--- src/rtl/if_fetch_pkg.sv ---
// -----------------------------------------------------------------------------
// if_fetch_pkg
// Shared types and constants for the instruction fetch unit.
//   INST_W / ADDR_W  : instruction and address widths
//   CNT_W            : width of the in-flight / buffered credit arithmetic
//   INST_NOP         : instruction shown on inst_o while nothing is valid
//   RESET_ADDR_DEF   : default first fetch address after reset
//   fetch_state_t    : fetch FSM states
//   fetch_entry_t    : one queue entry, {address, instruction}
// -----------------------------------------------------------------------------
package if_fetch_pkg;

    localparam int          INST_W         = 32;
    localparam int          ADDR_W         = 32;
    localparam int          CNT_W          = 3;
    localparam logic [31:0] INST_NOP       = 32'h0000_0013;
    localparam logic [31:0] RESET_ADDR_DEF = 32'h0000_0000;
    localparam logic [31:0] PC_STEP        = 32'd4;

    typedef enum logic [1:0] {
        S_BOOT  = 2'd0,
        S_RUN   = 2'd1,
        S_FLUSH = 2'd2
    } fetch_state_t;

    typedef struct packed {
        logic [ADDR_W-1:0] addr;
        logic [INST_W-1:0] inst;
    } fetch_entry_t;

endpackage

--- src/rtl/if_fetch_inst_fifo.sv ---
// -----------------------------------------------------------------------------
// if_fetch_inst_fifo (inst_fifo)
// DEPTH-entry synchronous queue of {addr, inst} words for the fetch unit.
// The head entry is visible combinationally on o_rdata.
//   clk, rst_n : clock, synchronous active-low reset
//   i_push     : write i_wdata at the tail
//   i_wdata    : entry to write
//   i_pop      : drop the head entry
//   i_clear    : empty the queue; has priority over push and pop
//   o_rdata    : head entry (undefined while empty)
//   o_count    : number of valid entries
//   o_empty    : no valid entries
//   o_full     : DEPTH valid entries
// -----------------------------------------------------------------------------
module if_fetch_inst_fifo
    import if_fetch_pkg::*;
#(
    parameter int DEPTH = 2
) (
    input  logic             clk,
    input  logic             rst_n,
    input  logic             i_push,
    input  fetch_entry_t     i_wdata,
    input  logic             i_pop,
    input  logic             i_clear,
    output fetch_entry_t     o_rdata,
    output logic [CNT_W-1:0] o_count,
    output logic             o_empty,
    output logic             o_full
);

    localparam int PTR_W = (DEPTH > 1) ? $clog2(DEPTH) : 1;

    fetch_entry_t     r_mem [DEPTH];
    logic [PTR_W-1:0] r_wr_ptr;
    logic [PTR_W-1:0] r_rd_ptr;
    logic [CNT_W-1:0] r_count;

    logic             w_do_push;
    logic             w_do_pop;

    // Pointers wrap explicitly so DEPTH need not be a power of two.
    function automatic logic [PTR_W-1:0] ptr_inc(input logic [PTR_W-1:0] p);
        return (p == PTR_W'(DEPTH - 1)) ? '0 : p + PTR_W'(1);
    endfunction

    assign o_empty   = (r_count == '0);
    assign o_full    = (r_count == CNT_W'(DEPTH));
    assign o_count   = r_count;
    assign o_rdata   = r_mem[r_rd_ptr];

    // A push into a full queue is legal when the head leaves in the same cycle.
    assign w_do_pop  = i_pop && !o_empty;
    assign w_do_push = i_push && (!o_full || w_do_pop);

    // NOTE: storage has no reset; r_count alone decides which slots are valid,
    // so the data array can map to plain flops or RAM without a reset network.
    always_ff @(posedge clk) begin
        if (w_do_push) begin
            r_mem[r_wr_ptr] <= i_wdata;
        end
    end

    always_ff @(posedge clk) begin
        if (!rst_n || i_clear) begin
            r_wr_ptr <= '0;
            r_rd_ptr <= '0;
            r_count  <= '0;
        end else begin
            if (w_do_push) begin
                r_wr_ptr <= ptr_inc(r_wr_ptr);
            end
            if (w_do_pop) begin
                r_rd_ptr <= ptr_inc(r_rd_ptr);
            end
            r_count <= r_count + CNT_W'(w_do_push) - CNT_W'(w_do_pop);
        end
    end

endmodule

--- src/rtl/if_fetch.sv ---
// -----------------------------------------------------------------------------
// if_fetch
// Instruction fetch unit. Owns the PC, issues word reads to the instruction
// ROM over req/gnt/rvalid, buffers returned words in a small queue and
// presents one instruction per cycle, with its address, to if_id. An ex-stage
// jump flushes the queue, marks in-flight reads stale and restarts at the
// target.
//   clk, rst_n      : clock, synchronous active-low reset
//   ex_jump_ena_i   : redirect from ex (jump / taken branch)
//   ex_jump_addr_i  : redirect target, word aligned
//   hold_i          : downstream stall, if_id not accepting
//   rom_req_o       : ROM read request
//   rom_addr_o      : ROM read address
//   rom_gnt_i       : ROM accepted the request this cycle
//   rom_rvalid_i    : ROM read data valid, in request order
//   rom_rdata_i     : ROM read data
//   inst_valid_o    : inst_o / inst_addr_o valid
//   inst_o          : instruction, NOP while invalid
//   inst_addr_o     : instruction address, 0 while invalid
// -----------------------------------------------------------------------------
module if_fetch
    import if_fetch_pkg::*;
#(
    parameter logic [31:0] RESET_ADDR = RESET_ADDR_DEF,
    parameter int          DEPTH      = 2
) (
    input  logic              clk,
    input  logic              rst_n,
    input  logic              ex_jump_ena_i,
    input  logic [ADDR_W-1:0] ex_jump_addr_i,
    input  logic              hold_i,
    output logic              rom_req_o,
    output logic [ADDR_W-1:0] rom_addr_o,
    input  logic              rom_gnt_i,
    input  logic              rom_rvalid_i,
    input  logic [INST_W-1:0] rom_rdata_i,
    output logic              inst_valid_o,
    output logic [INST_W-1:0] inst_o,
    output logic [ADDR_W-1:0] inst_addr_o
);

    fetch_state_t      r_state;
    fetch_state_t      w_state_nxt;

    logic [ADDR_W-1:0] r_fetch_pc;      // next address to issue
    logic [ADDR_W-1:0] r_resp_pc;       // address of the next useful response
    logic [CNT_W-1:0]  r_outst;         // granted, response not yet seen
    logic [CNT_W-1:0]  r_discard_cnt;   // in-flight responses that are stale

    fetch_entry_t      w_head;
    fetch_entry_t      w_wdata;
    logic [CNT_W-1:0]  w_count;
    logic              w_empty;
    logic              w_full;

    logic [CNT_W-1:0]  w_inflight_sum;
    logic              w_credit;
    logic              w_issue;
    logic              w_drop;
    logic              w_push;
    logic              w_pop;
    logic              w_valid;

    // Every word either in flight or buffered holds a queue slot, so the
    // queue can never overflow no matter how long hold_i stays high.
    assign w_inflight_sum = r_outst + w_count;
    assign w_credit       = (w_inflight_sum < CNT_W'(DEPTH));

    assign w_issue = rom_req_o && rom_gnt_i;
    assign w_drop  = rom_rvalid_i && (r_discard_cnt != '0);

    // A jump in the same cycle as a response drops that response too.
    assign w_push  = rom_rvalid_i && !w_drop && !ex_jump_ena_i && (!w_full || w_pop);
    assign w_wdata = '{addr: r_resp_pc, inst: rom_rdata_i};

    assign w_valid = !w_empty && !ex_jump_ena_i;
    assign w_pop   = w_valid && !hold_i;

    assign rom_addr_o   = r_fetch_pc;
    assign inst_valid_o = w_valid;
    assign inst_o       = w_valid ? w_head.inst : INST_NOP;
    assign inst_addr_o  = w_valid ? w_head.addr : '0;

    if_fetch_inst_fifo #(
        .DEPTH (DEPTH)
    ) u_inst_fifo (
        .clk     (clk),
        .rst_n   (rst_n),
        .i_push  (w_push),
        .i_wdata (w_wdata),
        .i_pop   (w_pop),
        .i_clear (ex_jump_ena_i),
        .o_rdata (w_head),
        .o_count (w_count),
        .o_empty (w_empty),
        .o_full  (w_full)
    );

    // NOTE: sequential state uses non-blocking assignments so every register
    // samples the pre-edge values, independent of statement order.
    always_ff @(posedge clk) begin
        if (!rst_n) begin
            r_state <= S_BOOT;
        end else begin
            r_state <= w_state_nxt;
        end
    end

    // NOTE: every output of this block gets a default first, so no path
    // through the case leaves a signal unassigned and no latch is inferred.
    always_comb begin
        w_state_nxt = r_state;
        rom_req_o   = 1'b0;

        rom_req_o = (r_state != S_BOOT) && !ex_jump_ena_i && w_credit;

        if (ex_jump_ena_i) begin
            w_state_nxt = S_FLUSH;
        end else begin
            case (r_state)
                S_BOOT:  w_state_nxt = S_RUN;
                S_RUN:   w_state_nxt = S_RUN;
                S_FLUSH: begin
                    if (r_discard_cnt == '0) begin
                        w_state_nxt = S_RUN;
                    end
                end
                default: w_state_nxt = S_BOOT;
            endcase
        end
    end

    always_ff @(posedge clk) begin
        if (!rst_n) begin
            r_fetch_pc    <= RESET_ADDR;
            r_resp_pc     <= RESET_ADDR;
            r_outst       <= '0;
            r_discard_cnt <= '0;
        end else if (ex_jump_ena_i) begin
            // rom_req_o is low on a jump cycle, so no grant can land here;
            // everything still in flight becomes stale.
            r_fetch_pc    <= ex_jump_addr_i;
            r_resp_pc     <= ex_jump_addr_i;
            r_outst       <= r_outst - CNT_W'(rom_rvalid_i);
            r_discard_cnt <= r_outst - CNT_W'(rom_rvalid_i);
        end else begin
            if (w_issue) begin
                r_fetch_pc <= r_fetch_pc + PC_STEP;
            end
            r_outst <= r_outst + CNT_W'(w_issue) - CNT_W'(rom_rvalid_i);
            if (w_drop) begin
                r_discard_cnt <= r_discard_cnt - CNT_W'(1);
            end
            if (w_push) begin
                r_resp_pc <= r_resp_pc + PC_STEP;
            end
        end
    end

endmodule

--- config.mk ---
export PLATFORM = sky130hd
export DESIGN_NAME = if_fetch
export DESIGN_NICKNAME = d
export VERILOG_FILES = /design/src/rtl/if_fetch_pkg.sv /design/src/rtl/if_fetch_inst_fifo.sv /design/src/rtl/if_fetch.sv
export SDC_FILE = /design/constraint.sdc
export NUM_CORES = 1
export LEC_CHECK = 0
export CORE_MARGIN = 2
export CORE_UTILIZATION = 45
export CTS_CLUSTER_DIAMETER = 120
export DETAILED_ROUTE_END_ITERATION = 8
export HOLD_SLACK_MARGIN = 0.03
export PLACE_DENSITY = 0.73
export REMOVE_ABC_BUFFERS = 1
export SYNTH_ARGS = -nofsm -noshare
export SYNTH_HDL_FRONTEND = slang
export SYNTH_SLANG_ARGS = --single-unit
--- constraint.sdc ---
create_clock -name clk -period 6.5 [get_ports clk]
set_input_delay 0.975 -clock clk [delete_from_list [all_inputs] [get_ports clk]]
set_output_delay 0.975 -clock clk [all_outputs]
set_load 0.01 [all_outputs]
Yosys cells after proc, flatten, opt, wreduce, memory -nomap -nowiden:

Memories as Yosys holds them, arrays and structs flattened. A register that Yosys moved wholly into a read port is not among the register bits.
Cells that the tools add are included.

* memories kept: 1
* bits in writable memories: 128
* input bits: 70
* logic and storage cells: 76
* flip-flop bits (word level): 77

* reductions and logical operators: 30
* mux-type cells: 18
* $add $sub $neg: 11
* equality and inequality tests: 5
* magnitude comparators: 1
* bitwise gates (word level): 1

Memories
* u_inst_fifo.r_mem: depth 2, width 64, rd ports 1, clocked after memory_dff 1, write ports 1, RTL line if_fetch_inst_fifo.sv:34 `fetch_entry_t r_mem [DEPTH];`

Operator list (count)
* two-way mux 32 bit: 6
* adder 32 x 3 -> 32 bit, second input constant: 2
* logical AND 1 bit: 11
* two-way mux 3 bit: 3
* subtractor 3 x 1 -> 3 bit: 3
* nonzero test 2 bit: 4
* adder 3 x 1 -> 3 bit: 2
* zero test 1 bit: 6
* zero test 3 bit: 2
* two-way mux 1 bit: 6
* two-way mux 2 bit: 2
* case mux 2 bit (2 select lines): 1
* OR reduction 2 bit: 2
* adder 3 bit: 1
* == test 3 x 2 -> 1 bit, second input constant: 1
* logical OR 1 bit: 3
* less-than comparator 3 x 2 -> 1 bit, second input constant: 1
* inequality test 3 bit, second input constant: 1
* nonzero test 3 bit: 1
* subtractor 3 x 1 -> 3 bit, second input constant: 1
* adder 1 bit, second input constant: 2
* == test 2 x 1 -> 1 bit, second input constant: 1
* == test 2 bit, second input constant: 1
* zero test 2 bit: 1
* 2 further kinds: 2

Depth between registers and ports, before layout:

* word-level depth: 9
* gate-level depth with buffers: 14

Modules after synthesis:

A second synthesis with hierarchy kept.

* cells, all modules: 801
* area total of the unflattened synthesis: 9462.8 µm²

By module, submodules not included
* if_fetch_inst_fifo: area an instance 4917.2 µm², cells an instance 233, times used 1, sequential area each 3963.8 µm²
* if_fetch: area an instance 4545.6 µm², cells an instance 568, times used 1, sequential area each 1441.4 µm²

Worst setup path after synthesis:

OpenSTA, ideal clock, no wires.

* path type: input to register
* start point: input port ex_jump_ena_i
* end point: memory u_inst_fifo.r_mem[0][0] (netlist bit) (enable)
* arrival: 5.998 ns
* stages on the path: 4
* setup slack: -0.062 ns
* required time: 5.936 ns
* cells stage by stage: clkbuf_1 buf_1 clkbuf_1 nor3_1

* longest elaborated chain between the ends: 8
* elaborated cells between the ends (all ways): 11

RTL lines
* start: declaration: RTL line if_fetch.sv:29 `input logic ex_jump_ena_i,`
* zero test 1 bit *: RTL line if_fetch.sv:73, if_fetch.sv:76
* logical AND 1 bit: RTL line if_fetch.sv:76 `assign w_valid = !w_empty && !ex_jump_ena_i;`
* logical AND 1 bit: RTL line if_fetch.sv:77 `assign w_pop = w_valid && !hold_i;`
* logical OR 1 bit or logical AND 1 bit (tied branches): RTL line if_fetch.sv:73, if_fetch_inst_fifo.sv:53
* logical AND 1 bit or logical OR 1 bit (tied branches): RTL line if_fetch.sv:73, if_fetch_inst_fifo.sv:54
* logical AND 1 bit *: RTL line if_fetch_inst_fifo.sv:54 `assign w_do_push = i_push && (!o_full || w_do_pop);`
* two-way mux 1 bit *: RTL line if_fetch_inst_fifo.sv:59 `if (w_do_push) begin`
* two-way mux 1 bit (not written as such) *: RTL line if_fetch_inst_fifo.sv:60 `r_mem[r_wr_ptr] <= i_wdata;`
* end: declaration: RTL line if_fetch_inst_fifo.sv:34

Mark *: on every way between the ends. The rest lies on a longest branch, timed or not.

Final worst setup path:

* start point: input port ex_jump_ena_i
* end point: output port inst_o[1]

* longest elaborated chain between the ends: 3

RTL lines
* zero test 1 bit: RTL line if_fetch.sv:76
* logical AND 1 bit: RTL line if_fetch.sv:76
* two-way mux 32 bit: RTL line if_fetch.sv:81 `assign inst_o = w_valid ? w_head.inst : INST_NOP;`
* end: declaration: RTL line if_fetch.sv:38 `output logic [INST_W-1:0] inst_o,`

No other way between the ends.

==> run metrics <==
Max VDD drop=0.1513 mV; DRT Wirelength=20.51 mm; Core Footprint=19590 um^2; WL/cell=16.53 um; WP data arrival=3.57 ns; Worst Hold Endpoint=u_inst_fifo.r_mem[0][32]$_DFFE_PP_; DRC viols=0; WHS Path Cells=0; first-pass detailed-route iteration total=4; post-route setup TNS=0 ns; I/O pin count=168; CP bufs+invs=4; Layout Nets=1043; fin crit share=69.96%; number of synthesized flops with an enable pin=128; placed insts=1201; CP most frequent cell=clkdlybuf4s50_1; largest area contributor in the netlist=edfxtp_1; CP Max Fanout=48; number of buffers created by CTS=22; FF-to-FF path depth=13; Vias per Instance=5.375; Yosys reg bits=206; Critical R2R Capture=r_outst[2]$_SDFF_PN0_; hold wc startpoint=r_resp_pc[0]$_SDFFE_PN0P_; CTS tree=done; combinational share of power=9.7%; vias in the first global route=6528; crit path max-delay cell type=or2_2; Finished Cell Area=11660 um^2; Critical Path Start Type=primary input; normalized max-slew margin=35.34%; clk sinks=206; sw frac=22.61%; final cell count without fillers=1241; Setup WS pre-CTS=1.877 ns; Starting Density=46.23%; register area share after synthesis=59.68%; die width=145.9 um; ratio of cells with drive above 1 in the final layout=5.123%; most common cell after layout, fill and taps aside=clkdlybuf4s50_1; Int Pwr=2.311 mW; post-synth cell types=51; most frequent cells in the layout=167 x clkdlybuf4s50_1, 128 x edfxtp_1, 90 x nor2_1, 77 x dfxtp_1, 66 x mux2i_1; most used flip-flop cell after synthesis=edfxtp_1; fin worst setup slack=1.953 ns; area of placed instances=10960 um^2; post_cts resized=0; Clock Path Buffers=3; YS warnings=0; antenna-violating nets left=0; synthesized area per cell=11.25 um^2; placer congestion estimate=0.8223; PwrDens=256.2 nW/um^2; Worst Setup Path Type=primary input to output pin; Total GRT Usage=18.92%; row cnt=51; Final Skew=0.008409 ns; Synth top area share=42.44%; worst skew pair latency=0.49 ns; DP Wirelength=13.72 mm; endpoints failing hold=0; first-pass GRT wire length=33.15 mm; status=completed; crit end category=output pin; slowest stage delay, CP=0.81 ns; Die Y=145.9 um; Crit path required time=5.52 ns; Static Leak=3.774 nW; clock root buffer=clkbuf_16; GRT overflow=0; reg2reg start=u_inst_fifo.o_count[1]$_SDFF_PP0_; Async SR Flop Fraction=0%; hold buffers post-CTS=0; IO Port Bufs=167; power share of the clock group=39.7%; area grow syn2layout=28.69%; Peak Freq=219.9 MHz; share of power burned in registers=50.6%; ant diodes=0; CP top delay family=buffers and inverters; clk slew on worst S/H paths=0.06 ns; Final Max Slew Viols=0; Max Cap Viol=0; total number of vias=6670; H-tree Lvls=1; Util after Layout=59.50%; Mapped Cells=805; Iter 0 DRT Violations=357; setup violators final=0; Synth area leaders=edfxtp_1 42%, dfxtp_1 17%, mux2i_1 7.3%; netlist area before placement=9057 um^2; worst-margin pin slew=0.9699 ns; Worst Hold Class=flop to flop; net switching power=0.6753 mW; RSZ-0062 raised after global routing=false; crit path cell chain=clkdlybuf4s50_1, or2_2, buf_4, inv_1, nand2_1, clkdlybuf4s50_1; Final Critical Period=4.547 ns; setup repair bufs after CTS=0; largest net degree at the start of global routing=65; initial antenna violation count=0; DIE AREA=21280 um^2; R2R setup slack=2.52 ns
-- power groups by stage --
stage	sequential [mW]	clock, mW	combinational, mW
6_report	1.51	1.19	0.289
5_1_grt	1.52	1.27	0.321
4_1_cts	1.51	1.22	0.293
3_5_place_dp	1.54	0	0.291
3_3_place_gp	1.53	0	0.285
2_1_floorplan	1.53	0	0.146
-- metrics by stage --
stage | hold slack [ns] | total power, mW
after global routing | 0.4757 | 3.106
after floorplan | 0.4254 | 1.678
final | 0.4531 | 2.986
after global placement | 0.4350 | 1.818
after detailed placement | 0.4420 | 1.828
after CTS | 0.4551 | 3.018
-- worst register-to-register path: stages (launching register included) --
cell and delay, ns:
dfxtp_1 0.40, inv_1 0.12, fa_1 0.42, xnor3_1 0.24, nor4b_4 0.75, inv_2 0.38
ha_1 0.39, inv_1 0.04, ha_1 0.18, fa_1 0.38, xor2_1 0.15, o21ai_0 0.18
xnor2_1 0.14, nor2_1 0.05
-- flip-flops by register name, indices dropped and copies added (netlist names), named ones only --
| register | count |
|---|---|
| r_resp_pc | 32 |
| u_inst_fifo.r_rd_ptr | 1 |
| u_inst_fifo.r_mem | 128 |
| r_outst | 3 |
| r_state | 2 |
| u_inst_fifo.o_count | 3 |
| u_inst_fifo.r_wr_ptr | 1 |
| r_discard_cnt | 3 |
| rom_addr_o | 32 |
-- layout make-up --
type,count,area (um^2)
Timing Repair Buffer,174,1724
Clock buffer,32,629.4
Multi-Input combinational cell,534,3415
Tap cell,265,331.6
Sequential cell,206,5409
Clock inverter,8,65.06
Fill cell,1671,7934
Inverter,22,82.58
-- cell usage after synthesis, types with 2 or more instances --
master / n
o311ai_0: 4
nand4_1: 20
a31oi_1: 13
or3_1: 9
o211a_1: 4
nand2b_1: 3
a211oi_1: 3
and2_1: 8
a21oi_1: 52
or2_2: 4
nor4_1: 12
o31ai_1: 3
clkbuf_1: 36
nand3_1: 22
ha_1: 10
inv_1: 20
nor2_1: 90
buf_1: 7
o211ai_1: 7
nand2_1: 59
xnor2_1: 27
fa_1: 3
and3_1: 10
nor3_1: 14
and4_1: 8
xor2_1: 9
or4_1: 5
dfxtp_1: 78
o21ai_0: 41
a311oi_1: 2
o21a_1: 10
mux2i_1: 66
edfxtp_1: 128
-- worst max path at each step --
stage / slack [ns] / start / endpoint / cells past startpoint
3_5_place_dp: 1.88 / ex_jump_ena_i / r_outst[2]$_SDFF_PN0_ / 12
6_report: 1.95 / ex_jump_ena_i / inst_o[1] / 6
4_1_cts: 1.89 / ex_jump_ena_i / inst_o[1] / 6
5_1_grt: 1.74 / ex_jump_ena_i / inst_o[1] / 6
2_1_floorplan: 0.15 / rom_rvalid_i / u_inst_fifo.r_mem[0][0]$_DFFE_PP_ / 3
3_3_place_gp: 1.95 / ex_jump_ena_i / inst_o[4] / 6
-- routing by layer --
metal	vias to the layer above	GRT usage, %	wire length, um
met3	28	3.041	1303
met1	3148	25.88	9145
li1	3282	-	-
met4	0	5.490	393
met5	-	0	0
met2	212	31.23	9668
-- cells by family after synthesis --
logic type / count (synthesis) / share of synthesized area (%)
XOR/XNOR: 37 / 3.730
multiplexers: 67 / 7.418
buffers and inverters: 65 / 2.694
AO/OA/AOI/OAI: 145 / 9.587
flip-flops: 206 / 59.68
AND/OR/NAND/NOR: 272 / 14.85
adder cells (fa/ha/maj): 13 / 2.045
Note: power is estimated with default switching activity, not from simulation.
